===== config.mk =====
export PLATFORM = sky130hd
export DESIGN_NAME = conv1_pass_sequencer
export DESIGN_NICKNAME = d
export VERILOG_FILES = /design/src/rtl/conv1_pkg.sv /design/src/rtl/conv1_rd_stream.sv /design/src/rtl/conv1_pass_sequencer.sv
export SDC_FILE = /design/constraint.sdc
export NUM_CORES = 1
export LEC_CHECK = 0
export BUFFER_PORTS_ARGS = -buffer_cell sky130_fd_sc_hd__clkbuf_2
export CORE_ASPECT_RATIO = 1.25
export CORE_MARGIN = 2
export CORE_UTILIZATION = 54
export DETAILED_ROUTE_END_ITERATION = 6
export GPL_TIMING_DRIVEN = 0
export PLACE_DENSITY_LB_ADDON = 0.3
export REMOVE_ABC_BUFFERS = 1
export SLEW_MARGIN = 20
export SYNTH_ARGS = -nofsm -noshare
export SYNTH_HDL_FRONTEND = slang
export SYNTH_HIERARCHICAL = 1
export SYNTH_SLANG_ARGS = --single-unit

===== constraint.sdc =====
create_clock -name clk -period 1.9 [get_ports clk]
set_input_delay 0 -clock clk [delete_from_list [all_inputs] [get_ports clk]]
set_output_delay 0 -clock clk [all_outputs]
set_load 0.01 [all_outputs]

===== src/rtl/conv1_pkg.sv =====
// ============================================================================
//  Module      : conv1_pkg
//  Description : Shared definitions for the conv1 pass sequencer. This package
//                holds the FSM state encoding, the filter-group count and the
//                default geometry (rows per pass, PE pipeline latency, SRAM
//                address width).
//  Revision    : 1.0 - initial release
// ============================================================================
`default_nettype none

package conv1_pkg;

    typedef enum logic [2:0] {
        ST_IDLE  = 3'd0,
        ST_FILL  = 3'd1,
        ST_WRITE = 3'd2,
        ST_NEXT  = 3'd3,
        ST_READ  = 3'd4,
        ST_DRAIN = 3'd5
    } conv1_state_e;

    localparam int CONV1_GROUPS   = 4;
    localparam int CONV1_OUT_ROWS = 32;
    localparam int CONV1_PIPE_LAT = 5;
    localparam int CONV1_ADDR_W   = 10;

endpackage

`default_nettype wire


===== src/rtl/conv1_rd_stream.sv =====
// ============================================================================
//  Module      : conv1_rd_stream
//  Description : Readback address generator for the four conv1 result banks.
//                The read address advances only when downstream is ready. The
//                SRAM has one cycle of read latency, so out_vld and out_last
//                are registered copies of the issue strobe.
//  Revision    : 1.0 - initial release
//  Ports       : clk, rst_n     - clock, async active-low reset
//                i_active       - sequencer is in READ (and not aborting)
//                i_out_rdy      - downstream accepts a row next cycle
//                o_rd_cnt       - current read address
//                o_issue_last   - final address is being issued this cycle
//                o_out_vld      - bank read data valid (registered)
//                o_out_last     - final valid row (registered)
// ============================================================================
`default_nettype none

module conv1_rd_stream
    import conv1_pkg::*;
#(
    parameter int OUT_ROWS = CONV1_OUT_ROWS,
    parameter int CNT_W    = $clog2(OUT_ROWS) + 1
) (
    input  logic             clk,
    input  logic             rst_n,
    input  logic             i_active,
    input  logic             i_out_rdy,
    output logic [CNT_W-1:0] o_rd_cnt,
    output logic             o_issue_last,
    output logic             o_out_vld,
    output logic             o_out_last
);

    localparam logic [CNT_W-1:0] c_LAST_ROW = CNT_W'(OUT_ROWS - 1);

    logic [CNT_W-1:0] r_rd_cnt;
    logic             r_out_vld;
    logic             r_out_last;
    logic             w_issue;

    assign w_issue      = i_active & i_out_rdy;
    assign o_issue_last = w_issue & (r_rd_cnt == c_LAST_ROW);

    always_ff @(posedge clk or negedge rst_n) begin
        if (!rst_n) begin
            r_rd_cnt   <= '0;
            r_out_vld  <= 1'b0;
            r_out_last <= 1'b0;
        end else begin
            // Counter is held at zero outside READ so every pass starts at row 0.
            if (!i_active) begin
                r_rd_cnt <= '0;
            end else if (w_issue) begin
                r_rd_cnt <= r_rd_cnt + CNT_W'(1);
            end
            r_out_vld  <= w_issue;
            r_out_last <= o_issue_last;
        end
    end

    assign o_rd_cnt   = r_rd_cnt;
    assign o_out_vld  = r_out_vld;
    assign o_out_last = r_out_last;

endmodule

`default_nettype wire


===== src/rtl/conv1_pass_sequencer.sv =====
// ============================================================================
//  Module      : conv1_pass_sequencer
//  Description : Sequences conv1: four filter-group passes over the shared PE
//                array (FILL the pipeline, WRITE activated rows to the group's
//                bank), then a ready/valid readback of the four result banks.
//                Optional macro CONV1_SEQ_ABORT_EN adds an i_abort input that
//                returns the block to IDLE from any busy state.
//  Revision    : 1.0 - initial release
//  Ports       : clk, rst_n      - clock, async active-low reset
//                i_start         - start request, sampled in IDLE only
//                i_row_avail     - ifmap row ready for the array
//                i_out_rdy       - downstream accepts a row next cycle
//                i_abort         - (CONV1_SEQ_ABORT_EN only) abort run
//                o_busy          - not in IDLE
//                o_grp_idx       - active filter group
//                o_pe_en/o_row_pop - PE enable / ifmap row consume
//                o_sram_we       - one-hot bank write enable
//                o_sram_addr     - shared bank address
//                o_out_vld/o_out_last - readback valid / final row
//                o_done          - completion pulse
// ============================================================================
`default_nettype none

module conv1_pass_sequencer
    import conv1_pkg::*;
#(
    parameter int OUT_ROWS = CONV1_OUT_ROWS,
    parameter int PIPE_LAT = CONV1_PIPE_LAT,
    parameter int ADDR_W   = CONV1_ADDR_W
) (
    input  logic                    clk,
    input  logic                    rst_n,
    input  logic                    i_start,
    input  logic                    i_row_avail,
    input  logic                    i_out_rdy,
`ifdef CONV1_SEQ_ABORT_EN
    input  logic                    i_abort,
`endif
    output logic                    o_busy,
    output logic [1:0]              o_grp_idx,
    output logic                    o_pe_en,
    output logic                    o_row_pop,
    output logic [CONV1_GROUPS-1:0] o_sram_we,
    output logic [ADDR_W-1:0]       o_sram_addr,
    output logic                    o_out_vld,
    output logic                    o_out_last,
    output logic                    o_done
);

    localparam int CNT_W  = $clog2(OUT_ROWS) + 1;
    localparam int FILL_W = $clog2(PIPE_LAT) + 1;

    localparam logic [FILL_W-1:0] c_FILL_LAST = FILL_W'(PIPE_LAT - 1);
    localparam logic [CNT_W-1:0]  c_WR_LAST   = CNT_W'(OUT_ROWS - 1);
    localparam logic [1:0]        c_GRP_LAST  = 2'(CONV1_GROUPS - 1);

    conv1_state_e              r_state;
    conv1_state_e              w_state_nxt;
    logic [1:0]                r_grp;
    logic [FILL_W-1:0]         r_fill_cnt;
    logic [CNT_W-1:0]          r_wr_cnt;
    logic [CNT_W-1:0]          w_rd_cnt;
    logic                      w_rd_issue_last;
    logic                      w_rd_active;
    logic                      w_abort;
    logic                      w_pe_en;
    logic [CONV1_GROUPS-1:0]   w_sram_we;
    logic [ADDR_W-1:0]         w_sram_addr;

`ifdef CONV1_SEQ_ABORT_EN
    assign w_abort = i_abort;
`else
    assign w_abort = 1'b0;
`endif

    // Suppress the issue strobe on an abort cycle so no stray out_vld appears
    // after the return to IDLE.
    assign w_rd_active = (r_state == ST_READ) & ~w_abort;

    conv1_rd_stream #(
        .OUT_ROWS (OUT_ROWS),
        .CNT_W    (CNT_W)
    ) u_rd_stream (
        .clk          (clk),
        .rst_n        (rst_n),
        .i_active     (w_rd_active),
        .i_out_rdy    (i_out_rdy),
        .o_rd_cnt     (w_rd_cnt),
        .o_issue_last (w_rd_issue_last),
        .o_out_vld    (o_out_vld),
        .o_out_last   (o_out_last)
    );

    always_comb begin
        w_state_nxt = r_state;
        w_pe_en     = 1'b0;
        w_sram_we   = '0;
        w_sram_addr = '0;
        case (r_state)
            ST_IDLE: begin
                if (i_start) begin
                    w_state_nxt = ST_FILL;
                end
            end
            ST_FILL: begin
                w_pe_en = i_row_avail;
                if (i_row_avail && (r_fill_cnt == c_FILL_LAST)) begin
                    w_state_nxt = ST_WRITE;
                end
            end
            ST_WRITE: begin
                w_pe_en          = i_row_avail;
                w_sram_we[r_grp] = i_row_avail;
                w_sram_addr      = ADDR_W'(r_wr_cnt);
                if (i_row_avail && (r_wr_cnt == c_WR_LAST)) begin
                    w_state_nxt = ST_NEXT;
                end
            end
            ST_NEXT: begin
                w_state_nxt = (r_grp == c_GRP_LAST) ? ST_READ : ST_FILL;
            end
            ST_READ: begin
                w_sram_addr = ADDR_W'(w_rd_cnt);
                if (w_rd_issue_last) begin
                    w_state_nxt = ST_DRAIN;
                end
            end
            ST_DRAIN: begin
                w_state_nxt = ST_IDLE;
            end
            default: begin
                w_state_nxt = ST_IDLE;
            end
        endcase
        if (w_abort && (r_state != ST_IDLE)) begin
            w_state_nxt = ST_IDLE;
        end
    end

    always_ff @(posedge clk or negedge rst_n) begin
        if (!rst_n) begin
            r_state    <= ST_IDLE;
            r_grp      <= 2'd0;
            r_fill_cnt <= '0;
            r_wr_cnt   <= '0;
        end else begin
            r_state <= w_state_nxt;

            // Group index clears on entry to IDLE so it reads 0 whenever idle.
            if (w_state_nxt == ST_IDLE) begin
                r_grp <= 2'd0;
            end else if ((r_state == ST_NEXT) && (w_state_nxt == ST_FILL)) begin
                r_grp <= r_grp + 2'd1;
            end

            if (r_state != ST_FILL) begin
                r_fill_cnt <= '0;
            end else if (i_row_avail) begin
                r_fill_cnt <= r_fill_cnt + FILL_W'(1);
            end

            if (r_state != ST_WRITE) begin
                r_wr_cnt <= '0;
            end else if (i_row_avail) begin
                r_wr_cnt <= r_wr_cnt + CNT_W'(1);
            end
        end
    end

    assign o_busy      = (r_state != ST_IDLE);
    assign o_grp_idx   = r_grp;
    assign o_pe_en     = w_pe_en;
    assign o_row_pop   = w_pe_en;
    assign o_sram_we   = w_sram_we;
    assign o_sram_addr = w_sram_addr;
    // Completion coincides with the registered final-row strobe (DRAIN cycle).
    assign o_done      = o_out_last;

endmodule

`default_nettype wire


# [Yosys cells after proc, flatten, opt, wreduce, memory -nomap -nowiden]
# Index checks and enable logic that the tools add are counted.
[totals] in_bits=5 register_bits=23
[op_classes] bitwise_logic=3 add_sub_neg=4 n_eq_ne=12 order_cmp=2 reduce_logical=11 muxes=19
[op_table] cell="$mux W6" n=4
[op_table] cell="$mux W3" n=5
[op_table] cell="$pmux W3 S5" n=1
[op_table] cell="$add A6 B1 Y6 const B" n=2
[op_table] cell="$eq A6 B5 Y1 const B" n=2
[op_table] cell="$mux W4" n=3
[op_table] cell="$pmux W6 S2" n=1
[op_table] cell="$eq A3 B1 Y1 const B" n=2
[op_table] cell="$eq A3 B2 Y1 const B" n=2
[op_table] cell="$logic_not A3 Y1" n=2
[op_table] cell="$reduce_bool A2 Y1" n=3
[op_table] cell="$add A4 B1 Y4 const B" n=1
[op_table] cell="$and A4 B4 Y4" n=1
[op_table] cell="$eq A4 B3 Y1 const B" n=1
[op_table] cell="$logic_and A1 B1 Y1" n=4
[op_table] cell="$mux W2" n=2
[op_table] cell="$eq A3 B3 Y1 const B" n=1
[op_table] cell="$lt A2 B3 Y1 const B" n=1
[op_table] cell="$ne A3 B1 Y1 const B" n=1
[op_table] cell="$ne A3 B2 Y1 const B" n=1
[op_table] cell="$reduce_bool A3 Y1" n=1
[op_table] cell="$add A2 B1 Y2 const B" n=1
[op_table] cell="$and A1 B1 Y1" n=2
[op_table] cell="$demux W1 S2" n=1
[op_table] cell="other kinds (5)" n=6

# [Depth between registers and ports, before layout]
# Gate-level depths: netlist (run 1).
[logic_depth] word_depth=9 depth_mapped=8 ltp_nobuf=7

# [Hierarchy]
# The synthesis (run 1) kept the hierarchy.
[by_module_without_submodules] mod="conv1_pass_sequencer" area_per_inst_um2=1049.8 instances=1 cells_per_inst=104
[by_module_without_submodules] mod="conv1_rd_stream" area_per_inst_um2=356.6 instances=1 cells_per_inst=29

# [Worst setup path after synthesis (run 1)]
# OpenSTA, ideal clock, no wires.
[synth_timing] path_type="register to register" start="reg r_state[0]" end="reg r_grp[1], in the netlist o_grp_idx[1]" path_buffers=1 t_arrival_ps=1614 stages_incl_launch_ff=9 slack_ps=194 required_ps=1808 setup_ps=92 synth_period_minus_slack_ps=1706 path_cell_list="dfrtp_1 -> buf_6 -> nor3b_4 -> nand2b_1 -> nor3_1 -> a22oi_2 -> nand3_2 -> nor2_2 -> o31ai_2"
[synth_between] elab_chain_cells=8 word_cells_on_any_way=17 classes_between="eq/ne (5); mux (6); bitwise (2); reduce/logical (4)"
[synth_lines] item="from (decl)" line_no="conv1_pass_sequencer.sv:57" rtl="conv1_state_e r_state;"
[synth_lines] item="from (signal assigned)" line_no="conv1_pass_sequencer.sv:147" rtl="r_state <= w_state_nxt;"
[synth_lines] item="$eq A3 B3 Y1 *" line_no="conv1_pass_sequencer.sv:78" rtl="assign w_rd_active = (r_state == ST_READ) & ~w_abort;"
[synth_lines] item="net w_rd_active" line_no="conv1_pass_sequencer.sv:64" rtl="logic w_rd_active;"
[synth_lines] item="$and A1 B1 Y1 *" line_no="conv1_rd_stream.sv:41" rtl="assign w_issue = i_active & i_out_rdy;"
[synth_lines] item="$and A1 B1 Y1 *" line_no="conv1_rd_stream.sv:42" rtl="assign o_issue_last = w_issue & (r_rd_cnt == c_LAST_ROW);"
[synth_lines] item="net w_rd_issue_last" line_no="conv1_pass_sequencer.sv:63" rtl="logic w_rd_issue_last;"
[synth_lines] item="$mux W3 *" line_no="conv1_pass_sequencer.sv:124" rtl="if (w_rd_issue_last) begin"
[synth_lines] item="$pmux W3 S5 *" line_no="conv1_pass_sequencer.sv:99" rtl="case (r_state)"
[synth_lines] item="net w_state_nxt[0]" line_no="conv1_pass_sequencer.sv:58" rtl="conv1_state_e w_state_nxt;"
[synth_lines] item="$eq A3 B1 Y1" line_no="conv1_pass_sequencer.sv:152" rtl="end else if ((r_state == ST_NEXT) && (w_state_nxt == ST_FILL)) begin"
[synth_lines] item="$logic_and A1 B1 Y1" line_no="conv1_pass_sequencer.sv:152"
[synth_lines] item="$reduce_bool A2 Y1 (no source line)"
[synth_lines] item="to (signal assigned)" line_no="conv1_pass_sequencer.sv:153" rtl="r_grp <= r_grp + 2'd1;"
[synth_lines] item="to (decl)" line_no="conv1_pass_sequencer.sv:59" rtl="logic [1:0] r_grp;"
# The timed path passes the listed nets; every way through them passes the cells marked *.
# A chain may end at the register's enable or synchronous reset.

# [Worst setup path in the final report (run 1)]
[layout_timing] start="reg r_state[2]" end="reg r_grp[1], in the netlist o_grp_idx[1]"
# The elaborated chain is that of the path after synthesis.

==> results.sh, run 1 <==
export IMPL_cts_buffers=3
export IMPL_clkLatencyLatePin_ns=0.31
export IMPL_r2r_start="r_state[2]"
export IMPL_gp_congestion=0.747
export IMPL_gr_total_overflow=0
export IMPL_place_hpwl_mm=1.89
export IMPL_cts_tree="yes"
export IMPL_drcViolationCount=0
export IMPL_tightest_slew_ns=0.566
export IMPL_rsz0062_at_grt="no"
export IMPL_setup_viol=0
export IMPL_io_pin_count=27
export IMPL_min_from="i_out_rdy"
export IMPL_totalPowerFinal_mw=1.19
export IMPL_wirelength_mm=2.59
export IMPL_grt_pass1_wl_mm=4.35
export IMPL_ys_seq_area_share_pct=40.9
export IMPL_synth_seq_cells=23
export IMPL_yosysTopAreaCell="dfrtp_1"
export IMPL_dr_pass1_iters=4
export IMPL_core_area_um2=2450
export IMPL_fin_util_pct=62.9
export IMPL_path_max_fanout=10
export IMPL_fin_setup_tns_ns=0
export IMPL_antenna_found_initial=0
export IMPL_num_vias=1004
export IMPL_hold_viol=0
export IMPL_cp_startpoint="r_state[2]"
export IMPL_slew_viol_final=0
export IMPL_multi_input_area_um2=737
export IMPL_antenna_left=0
export IMPL_final_nets=168
export IMPL_max_freq_ghz=0.573
export IMPL_syn_inst=133
export IMPL_die_h_um=61.1
export IMPL_ff_latch_area_um2=576
export IMPL_ys_warn_count=6
export IMPL_die_w_um=49.6
export IMPL_syn_area_um2=1410
export IMPL_path_clk_slew_ns=0.13
export IMPL_num_antenna_cells=0
export IMPL_cts_root_buf="clkbuf_4"
export IMPL_peakVddDrop_uv=536
export IMPL_die_area_um2=3030
export IMPL_cts_buffer_depth=2
export IMPL_post_route_min_period_ns=1.75
export IMPL_grt_pass1_vias=974
export IMPL_drv_cap=0
export IMPL_cts_htree_levels=1
export IMPL_crit_path_end_kind="flip-flop"
export IMPL_io_buffers=22
export IMPL_via_per_inst=5.37
export IMPL_synth_top_area_share_pct=40.9
export IMPL_fin_crit_sh_pct=91.9
export IMPL_cts_sink_count=23
export IMPL_drive_above_1_share_pct=31.8
export IMPL_grt_max_degree=24
export IMPL_outcome="complete, no violations"
export IMPL_num_rows=20
export IMPL_routedWlPerCell_um=13.8
export IMPL_grt_use_total_pct=19.2
export IMPL_hp_class="primary input to flip-flop"
export IMPL_area_growth_pct=9.70
export IMPL_p_leak_nw=0.752
export IMPL_slew_headroom_pct=62.3
export IMPL_initial_core_util_pct=57.3
export IMPL_powerDensity_nw_per_um2=771
export IMPL_skew_ns=0.0100
export IMPL_n_fill_cell=229
export IMPL_avgSynthCellArea_um2=10.6
export IMPL_synthTopCellsByArea="dfrtp_1 41%, ha_1 7.1%, xor2_1 4.4%"
export IMPL_path_class="flip-flop to flip-flop"
export IMPL_synth_cell_types=41
export IMPL_cp_start_kind="flip-flop"
export IMPL_dr_first_iter_drc_count=25
export IMPL_worstPathRequired_ns=2.14
export IMPL_cp_data_arrival_time_ns=1.98
==> worst max-delay path, stage by stage, from the launching register on <==
cell      delay [ns]
dfrtp_1         0.57
nor3b_4         0.27
nand2b_1        0.10
nor3_1          0.26
a22oi_2         0.14
nand3_2         0.09
nor2_2          0.06
o31ai_2         0.17
==> metal layers <==
metal	share of wire [%]	global-route usage (%)	routed length, um	vias up
met5	0	0	0	-
li1	-	-	-	495
met3	2.9	3.40	74	2
met4	0.81	7.54	21	0
met2	55	35.2	1430	20
met1	41	22.7	1060	487
==> state kept, by name (all words and copies together) (netlist names) <==
register and flops:
r_wr_cnt 6, u_rd_stream/o_rd_cnt 6, r_fill_cnt 4, r_state 3, o_grp_idx 2, u_rd_stream/o_out_last 1
u_rd_stream/o_out_vld 1
==> cells in the final DEF, fill, tap and decap left out, types with 2 or more instances in the layout <==
cell / n
nand2b_1: 3
nor2b_1: 2
a22o_2: 6
clkbuf_2: 22
nor2_1: 12
nand2_1: 7
mux2i_1: 4
buf_4: 3
inv_1: 5
xnor2_1: 6
and3_1: 4
conb_1: 4
nand3_2: 2
nor3b_4: 2
and2_1: 3
clkbuf_4: 3
ha_1: 8
xor2_1: 7
nand4_1: 6
dfrtp_1: 23
==> Yosys cell counts <==
cell and number:
a22o_2 6, a22oi_2 1, a31o_2 1, and2_1 3
and2_2 1, and2b_1 1, and2b_2 1, and3_1 4
and3_2 1, and4_4 1, and4bb_2 1, buf_2 2
buf_4 8, buf_6 2, conb_1 1, dfrtp_1 23
ha_1 8, inv_1 5, mux2i_1 4, nand2_1 7
nand2b_1 3, nand3_2 2, nand3b_1 1, nand4_1 6
nand4b_1 1, nor2_1 12, nor2_2 1, nor2b_1 2
nor3_1 1, nor3b_1 1, nor3b_2 1, nor3b_4 1
nor4b_1 1, o21a_1 1, o21ai_0 1, o21ai_1 1
o221ai_1 1, o31ai_2 1, or3_2 1, xnor2_1 6
xor2_1 7
==> path summary, 6_finish.rpt <==
path | end | slack [ns] | cells after the start
min in group asynchronous | u_rd_stream/o_rd_cnt[3] | 0.19 | 2
setup reg to reg | o_grp_idx[1] | 0.15 | 7
max in group asynchronous | r_fill_cnt[0] | 1.33 | 2
hold / removal | u_rd_stream/o_out_vld | 0.03 | 2
setup / recovery | o_grp_idx[1] | 0.15 | 7
hold reg to reg | r_fill_cnt[3] | 0.54 | 2
==> cell families after synthesis <==
kind of cell | share of synthesized area [%]
and+or+nand+nor | 24.3
DFF | 40.9
buffers and inverters | 7.92
AOI/OAI and AO/OA | 8.54
xor gates and xnor gates | 8.10
adders and majority gates | 7.12
muxes | 2.85
other | 0.267
==> repair_timing <==
item,CTS,global route
endpoints found under the hold margin,23,0
pin swaps,0,0
buffers inserted,1,2
hold buffers,1,0
setup endpoints to repair,12,1
gates resized for setup,1,0
==> area by class of cell <==
class	instances	area share [%]
inverters	5	1.22
clock inverters	1	0.324
flip-flops and latches	23	37.3
clock buffers	3	1.46
well taps	33	2.68
multi-input cells	96	47.8
repair buffers	26	9.25
==> where the power goes <==
part | internal (mW) | switching (mW) | leakage, nW
logic | 0.145 | 0.193 | 0.421
clock network | 0.0786 | 0.145 | 0.0177
registers | 0.544 | 0.0839 | 0.314
==> per-stage QoR <==
| stage | hold WS [ns] | std cells | setup WS (ns) | area [um2] |
|---|---|---|---|---|
| after floorplan | -0.296 | 124 | 0.185 | 1330 |
| after global placement | 0.00901 | 179 | -0.0639 | 1480 |
| after detailed placement | 0.0217 | 179 | -0.168 | 1480 |
| after CTS | 0.0172 | 185 | 0.130 | 1530 |
| after global routing | 0.0209 | 187 | 0.0369 | 1540 |
| final | 0.0253 | 187 | 0.155 | 1540 |
Power figures use the tool's default switching activity.
==> inputs of run 2 (changes only) <==
Settings changed: CORE_UTILIZATION 54 to 49.
Clock period 1.9 ns to 1.5 ns, I/O delays scaled along.
==> run 2 against run 1 <==
Total power up 36%. The flow now finishes with violations (negative setup slack). Global-route usage is 0.75 points lower. Sequential power grew 22%. First-iteration DRC count is 4.0% higher. Clock power is 28% higher. Highest routed layer unchanged. Sequential share of layout area down 4.4 points. Die area rose by 9.4%. Largest power group unchanged.
==> results.sh, run 2 (same netlist as run 1, synthesis figures left out) <==
export IMPL_final_cell_mix="20 x dfrtp_1, 14 x buf_4, 12 x nor2_1"
export IMPL_worstPathRequired_ns=1.50
export IMPL_path_class="flip-flop to primary output"
export IMPL_drcViolationCount=0
export IMPL_setup_viol=14
export IMPL_p_leak_nw=0.860
export IMPL_cts_sink_count=23
export IMPL_final_common_cell="dfrtp_1"
export IMPL_cts_buffers=3
export IMPL_skew_ns=0.00265
export IMPL_pre_cts_ws_ns=-0.600
export IMPL_hp_class="primary input to flip-flop"
export IMPL_gr_total_overflow=0
export IMPL_cp_data_arrival_time_ns=1.60
export IMPL_tightest_slew_ns=0.561
export IMPL_min_from="i_out_rdy"
export IMPL_gr_usage_met1_pct=23.8
export IMPL_initial_core_util_pct=52.0
export IMPL_dr_pass1_iters=4
export IMPL_cp_start_kind="flip-flop"
export IMPL_drive_above_1_share_pct=39.5
export IMPL_cts_buffer_depth=2
export IMPL_num_rows=21
export IMPL_grt_busiest_layer="met2"
export IMPL_die_w_um=51.9
export IMPL_die_area_um2=3320
export IMPL_via_per_inst=5.20
export IMPL_crit_path_end_kind="primary output"
export IMPL_n_fill_cell=221
export IMPL_r2r_cells=5
export IMPL_io_pin_count=27
export IMPL_die_h_um=63.9
export IMPL_grt_pass1_wl_mm=4.71
export IMPL_area_growth_pct=25.4
export IMPL_gp_congestion=0.805
export IMPL_hold_viol=0
export IMPL_dr_first_iter_drc_count=26
export IMPL_r2r_end="o_grp_idx[1]"
export IMPL_fin_hold_ws_ns=0.0248
export IMPL_grt_use_total_pct=18.5
export IMPL_io_buffers=22
export IMPL_grt_max_degree=24
export IMPL_stdcell_count=201
export IMPL_num_vias=1046
export IMPL_wirelength_mm=2.82
export IMPL_grt_pass1_vias=1062
export IMPL_antenna_left=0
export IMPL_max_freq_ghz=0.626
export IMPL_clkLatencyLatePin_ns=0.31
export IMPL_core_area_um2=2710
export IMPL_whs_endpoint="u_rd_stream/o_out_vld"
export IMPL_antenna_found_initial=0
export IMPL_drv_cap=0
export IMPL_fin_util_pct=65.1
export IMPL_fin_crit_sh_pct=106
export IMPL_reg2reg_slack_ns=-0.06
export IMPL_path_clk_slew_ns=0.12
export IMPL_final_nets=181
export IMPL_grt_use_met3_pct=3.04
export IMPL_met2_usage_pct=29.9
export IMPL_worstHoldPathCells=2
export IMPL_powerDensity_nw_per_um2=916
export IMPL_fin_ws_ns=-0.0966
export IMPL_cts_htree_levels=1
export IMPL_path_max_fanout=7
export IMPL_cts_root_buf="clkbuf_4"
export IMPL_slew_headroom_pct=62.6
export IMPL_peakVddDrop_uv=829
export IMPL_routedWlPerCell_um=14.0
export IMPL_slew_viol_final=0
export IMPL_cp_startpoint="r_state[0]"
export IMPL_rsz0062_at_grt="yes"
export IMPL_totalPowerFinal_mw=1.61
export IMPL_failed_checks="negative setup slack"
export IMPL_place_hpwl_mm=1.79
export IMPL_num_antenna_cells=0
export IMPL_cts_tree="yes"
export IMPL_outcome="finished, violations left"
export IMPL_post_route_min_period_ns=1.60
export IMPL_r2r_start="r_state[2]"
export IMPL_post_place_cells=180
[run 2: cell count changes in the layout (fill, tap and decap cells not counted), sizes merged]
cell,previous run,this run
buf,3,27
clkinv,1,0
clkbuf,25,15
[run 2: layout make-up]
| cell class | instances | area [um2] | area share, % |
|---|---|---|---|
| Multi-Input combinational cell | 96 | 782 | 44.4 |
| Sequential cell | 23 | 579 | 32.9 |
| Timing Repair Buffer | 39 | 314 | 17.8 |
| Tap cell | 34 | 42.5 | 2.41 |
| Clock buffer | 4 | 26.3 | 1.49 |
| Inverter | 5 | 18.8 | 1.06 |
[run 2: worst max path at each step]
stage | endpoint | depth (start not counted) | slack [ns]
floorplan | o_grp_idx[1] | 7 | -0.21
global placement | o_grp_idx[1] | 7 | -0.51
detailed placement | o_grp_idx[1] | 7 | -0.60
CTS | o_sram_addr[1] | 4 | -0.06
global route | o_sram_we[2] | 4 | -0.18
finish | o_sram_we[2] | 4 | -0.1
[run 2: critical path, stage by stage, from the launching register on]
cell	delay [ns]
dfrtp_2	0.49
nor3b_4	0.33
buf_12	0.15
and3_1	0.18
buf_2	0.14
[run 2: power breakdown]
group | total (mW) | internal (mW) | leakage [nW] | switching [mW]
combinational | 0.561 | 0.277 | 0.535 | 0.284
sequential | 0.768 | 0.692 | 0.310 | 0.0752
clock | 0.286 | 0.104 | 0.0150 | 0.182
[run 2: what timing repair did]
| item | in CTS | in global routing |
|---|---|---|
| hold buffers | 1 | 0 |
| gates resized for setup | 5 | 25 |
| hold endpoints to repair | 23 | 0 |
| pin swaps | 1 | 2 |
| cloned | 0 | 1 |
| endpoints found under the setup margin | 16 | 15 |
| setup buffers | 14 | 1 |
[run 2: metal layers]
metal  wire, um  share of wire (%)
met1       1240                 44
met2       1440                 51
met3         87                3.1
met4         52                1.8
met5          0                  0
[run 2: per-stage QoR]
stage               area, um2  TNS, ns
floorplan                1330   -0.374
global route             1760    -1.98
detailed placement       1480    -2.35
CTS                      1650   -0.353
finish                   1760   -0.681
global placement         1480    -1.65
==> inputs of run 3 (changes only) <==
--- a/config.mk
+++ b/config.mk
@@ -13,3 +13,3 @@
 export GPL_TIMING_DRIVEN = 0
-export PLACE_DENSITY_LB_ADDON = 0.3
+export PLACE_DENSITY = 0.75
 export REMOVE_ABC_BUFFERS = 1
==> constraint.sdc (replaced) <==
create_clock -name clk -period 1.5 [get_ports clk]
set_input_delay 0.15 -clock clk [delete_from_list [all_inputs] [get_ports clk]]
set_output_delay 0.15 -clock clk [all_outputs]
set_load 0.01 [all_outputs]
==> run 3 against run 2 <==
Critical path depth unchanged. Clock skew up 0.0089 ns. Via count up 1.6%. Cell area down 1.8%. Cell count up 0.50%. The flow still finishes with violations (negative setup slack). Sequential power up 3%. Total power up 4.1%. Hold slack better by 0.13 ns. Sequential share of layout area up 0.59 points. Largest cell class unchanged. Non-clock buffer count up 1. Core utilization down 1.2 points. Critical path type unchanged.
==> results.sh, run 3 (same netlist as run 1, synthesis figures left out) <==
export IMPL_outcome="finished, violations left"
export IMPL_failed_checks="negative setup slack"
export IMPL_core_area_um2=2710
export IMPL_cts_buffers=3
export IMPL_num_antenna_cells=0
export IMPL_drive_above_1_share_pct=41.7
export IMPL_die_area_um2=3320
export IMPL_final_nets=182
export IMPL_fin_util_pct=64.0
export IMPL_final_common_cell="dfrtp_1"
export IMPL_area_growth_pct=23.1
export IMPL_gr_total_overflow=0
export IMPL_cts_htree_levels=1
export IMPL_clkLatencyLatePin_ns=0.32
export IMPL_cp_data_arrival_time_ns=1.52
export IMPL_die_w_um=51.9
export IMPL_pre_cts_ws_ns=-0.553
export IMPL_io_pin_count=27
export IMPL_crit_path_end_kind="primary output"
export IMPL_grt_use_total_pct=19.8
export IMPL_routedWlPerCell_um=14.3
export IMPL_place_hpwl_mm=1.80
export IMPL_dr_pass1_iters=4
export IMPL_gp_congestion=0.835
export IMPL_grt_pass1_wl_mm=5.03
export IMPL_cts_tree="yes"
export IMPL_antenna_left=0
export IMPL_worstPathRequired_ns=1.35
export IMPL_fin_ws_ns=-0.166
export IMPL_path_clk_slew_ns=0.14
export IMPL_drcViolationCount=0
export IMPL_p_leak_nw=0.839
export IMPL_fin_crit_sh_pct=111
export IMPL_skew_ns=0.0115
export IMPL_powerDensity_nw_per_um2=971
export IMPL_fin_setup_tns_ns=-1.94
export IMPL_num_rows=21
export IMPL_wirelength_mm=2.88
export IMPL_hold_viol=0
export IMPL_final_cell_mix="20 x dfrtp_1, 13 x buf_4, 11 x nor2_1"
export IMPL_cts_root_buf="clkbuf_4"
export IMPL_setup_viol=15
export IMPL_hp_class="primary input to flip-flop"
export IMPL_max_freq_ghz=0.600
export IMPL_tightest_slew_ns=0.585
export IMPL_initial_core_util_pct=52.0
export IMPL_path_max_fanout=5
export IMPL_io_buffers=22
export IMPL_slew_viol_final=0
export IMPL_slew_headroom_pct=61.0
export IMPL_cts_buffer_depth=2
export IMPL_cp_start_kind="flip-flop"
export IMPL_fin_hold_ws_ns=0.159
export IMPL_num_vias=1063
export IMPL_peakVddDrop_uv=878
export IMPL_grt_pass1_vias=1103
export IMPL_post_route_min_period_ns=1.67
export IMPL_antenna_found_initial=0
export IMPL_path_class="flip-flop to primary output"
export IMPL_dr_first_iter_drc_count=14
export IMPL_grt_max_degree=24
export IMPL_via_per_inst=5.26
export IMPL_die_h_um=63.9
export IMPL_cts_sink_count=23
export IMPL_drv_cap=0
export IMPL_n_fill_cell=222
export IMPL_rsz0062_at_grt="yes"
## run 3: what timing repair did
item | 4_1_cts | 5_1_grt
cloned | 0 | 0
endpoints found under the hold margin | 23 | 0
pin swaps | 4 | 2
hold buffers | 1 | 0
gates resized for setup | 9 | 21
endpoints found under the setup margin | 17 | 15
setup buffers | 14 | 3
## run 3: report_power, final
| part | internal [mW] | switching [mW] | leakage [nW] |
|---|---|---|---|
| Combinational | 0.290 | 0.305 | 0.511 |
| Clock | 0.0999 | 0.198 | 0.0177 |
| Sequential | 0.693 | 0.0954 | 0.310 |
| Total | 1.08 | 0.598 | 0.839 |
## run 3: area by class of cell
class,instances,area [um2],area share (%)
clock buffers,3,22.5,1.30
clock inverters,1,5.00,0.289
inverters,5,18.8,1.08
multi-input cells,96,762,44.0
flip-flops and latches,23,579,33.5
well taps,34,42.5,2.46
repair buffers,40,302,17.4
## run 3: stage by stage
stage | power (mW) | std cells | instance area (um2)
2_1_floorplan | 1.08 | 124 | 1330
3_3_place_gp | 1.19 | 180 | 1480
3_5_place_dp | 1.23 | 180 | 1480
4_1_cts | 1.63 | 199 | 1660
5_1_grt | 1.80 | 202 | 1730
6_report | 1.68 | 202 | 1730
## run 3: worst paths after layout
kind / cells past startpoint / slack [ns] / from / endpoint
setup / recovery: 4 / -0.17 / r_state[1] / o_sram_addr[5]
hold / removal: 2 / 0.16 / i_out_rdy / u_rd_stream/o_out_vld
setup reg to reg: 7 / -0.07 / r_state[1] / o_grp_idx[1]
min in group asynchronous: 2 / 0.34 / rst_n / r_wr_cnt[4]
max in group asynchronous: 2 / 0.75 / rst_n / r_state[1]
hold reg to reg: 2 / 0.56 / r_fill_cnt[3] / r_fill_cnt[3]
## run 3: layer usage
layer	global-route usage (%)	share of wire, %	up-vias	wire [um]
li1	-	-	516	-
met1	23.6	43	526	1220
met3	2.10	2.3	4	67
met2	35.0	53	17	1540
met4	8.55	1.6	0	46
met5	0	0	-	0
## run 3: worst max-delay path, cell delays in order (launching register included)
cell      delay, ns
dfrtp_2        0.48
nor3b_4        0.27
buf_4          0.18
a22o_2         0.14
clkbuf_2       0.12
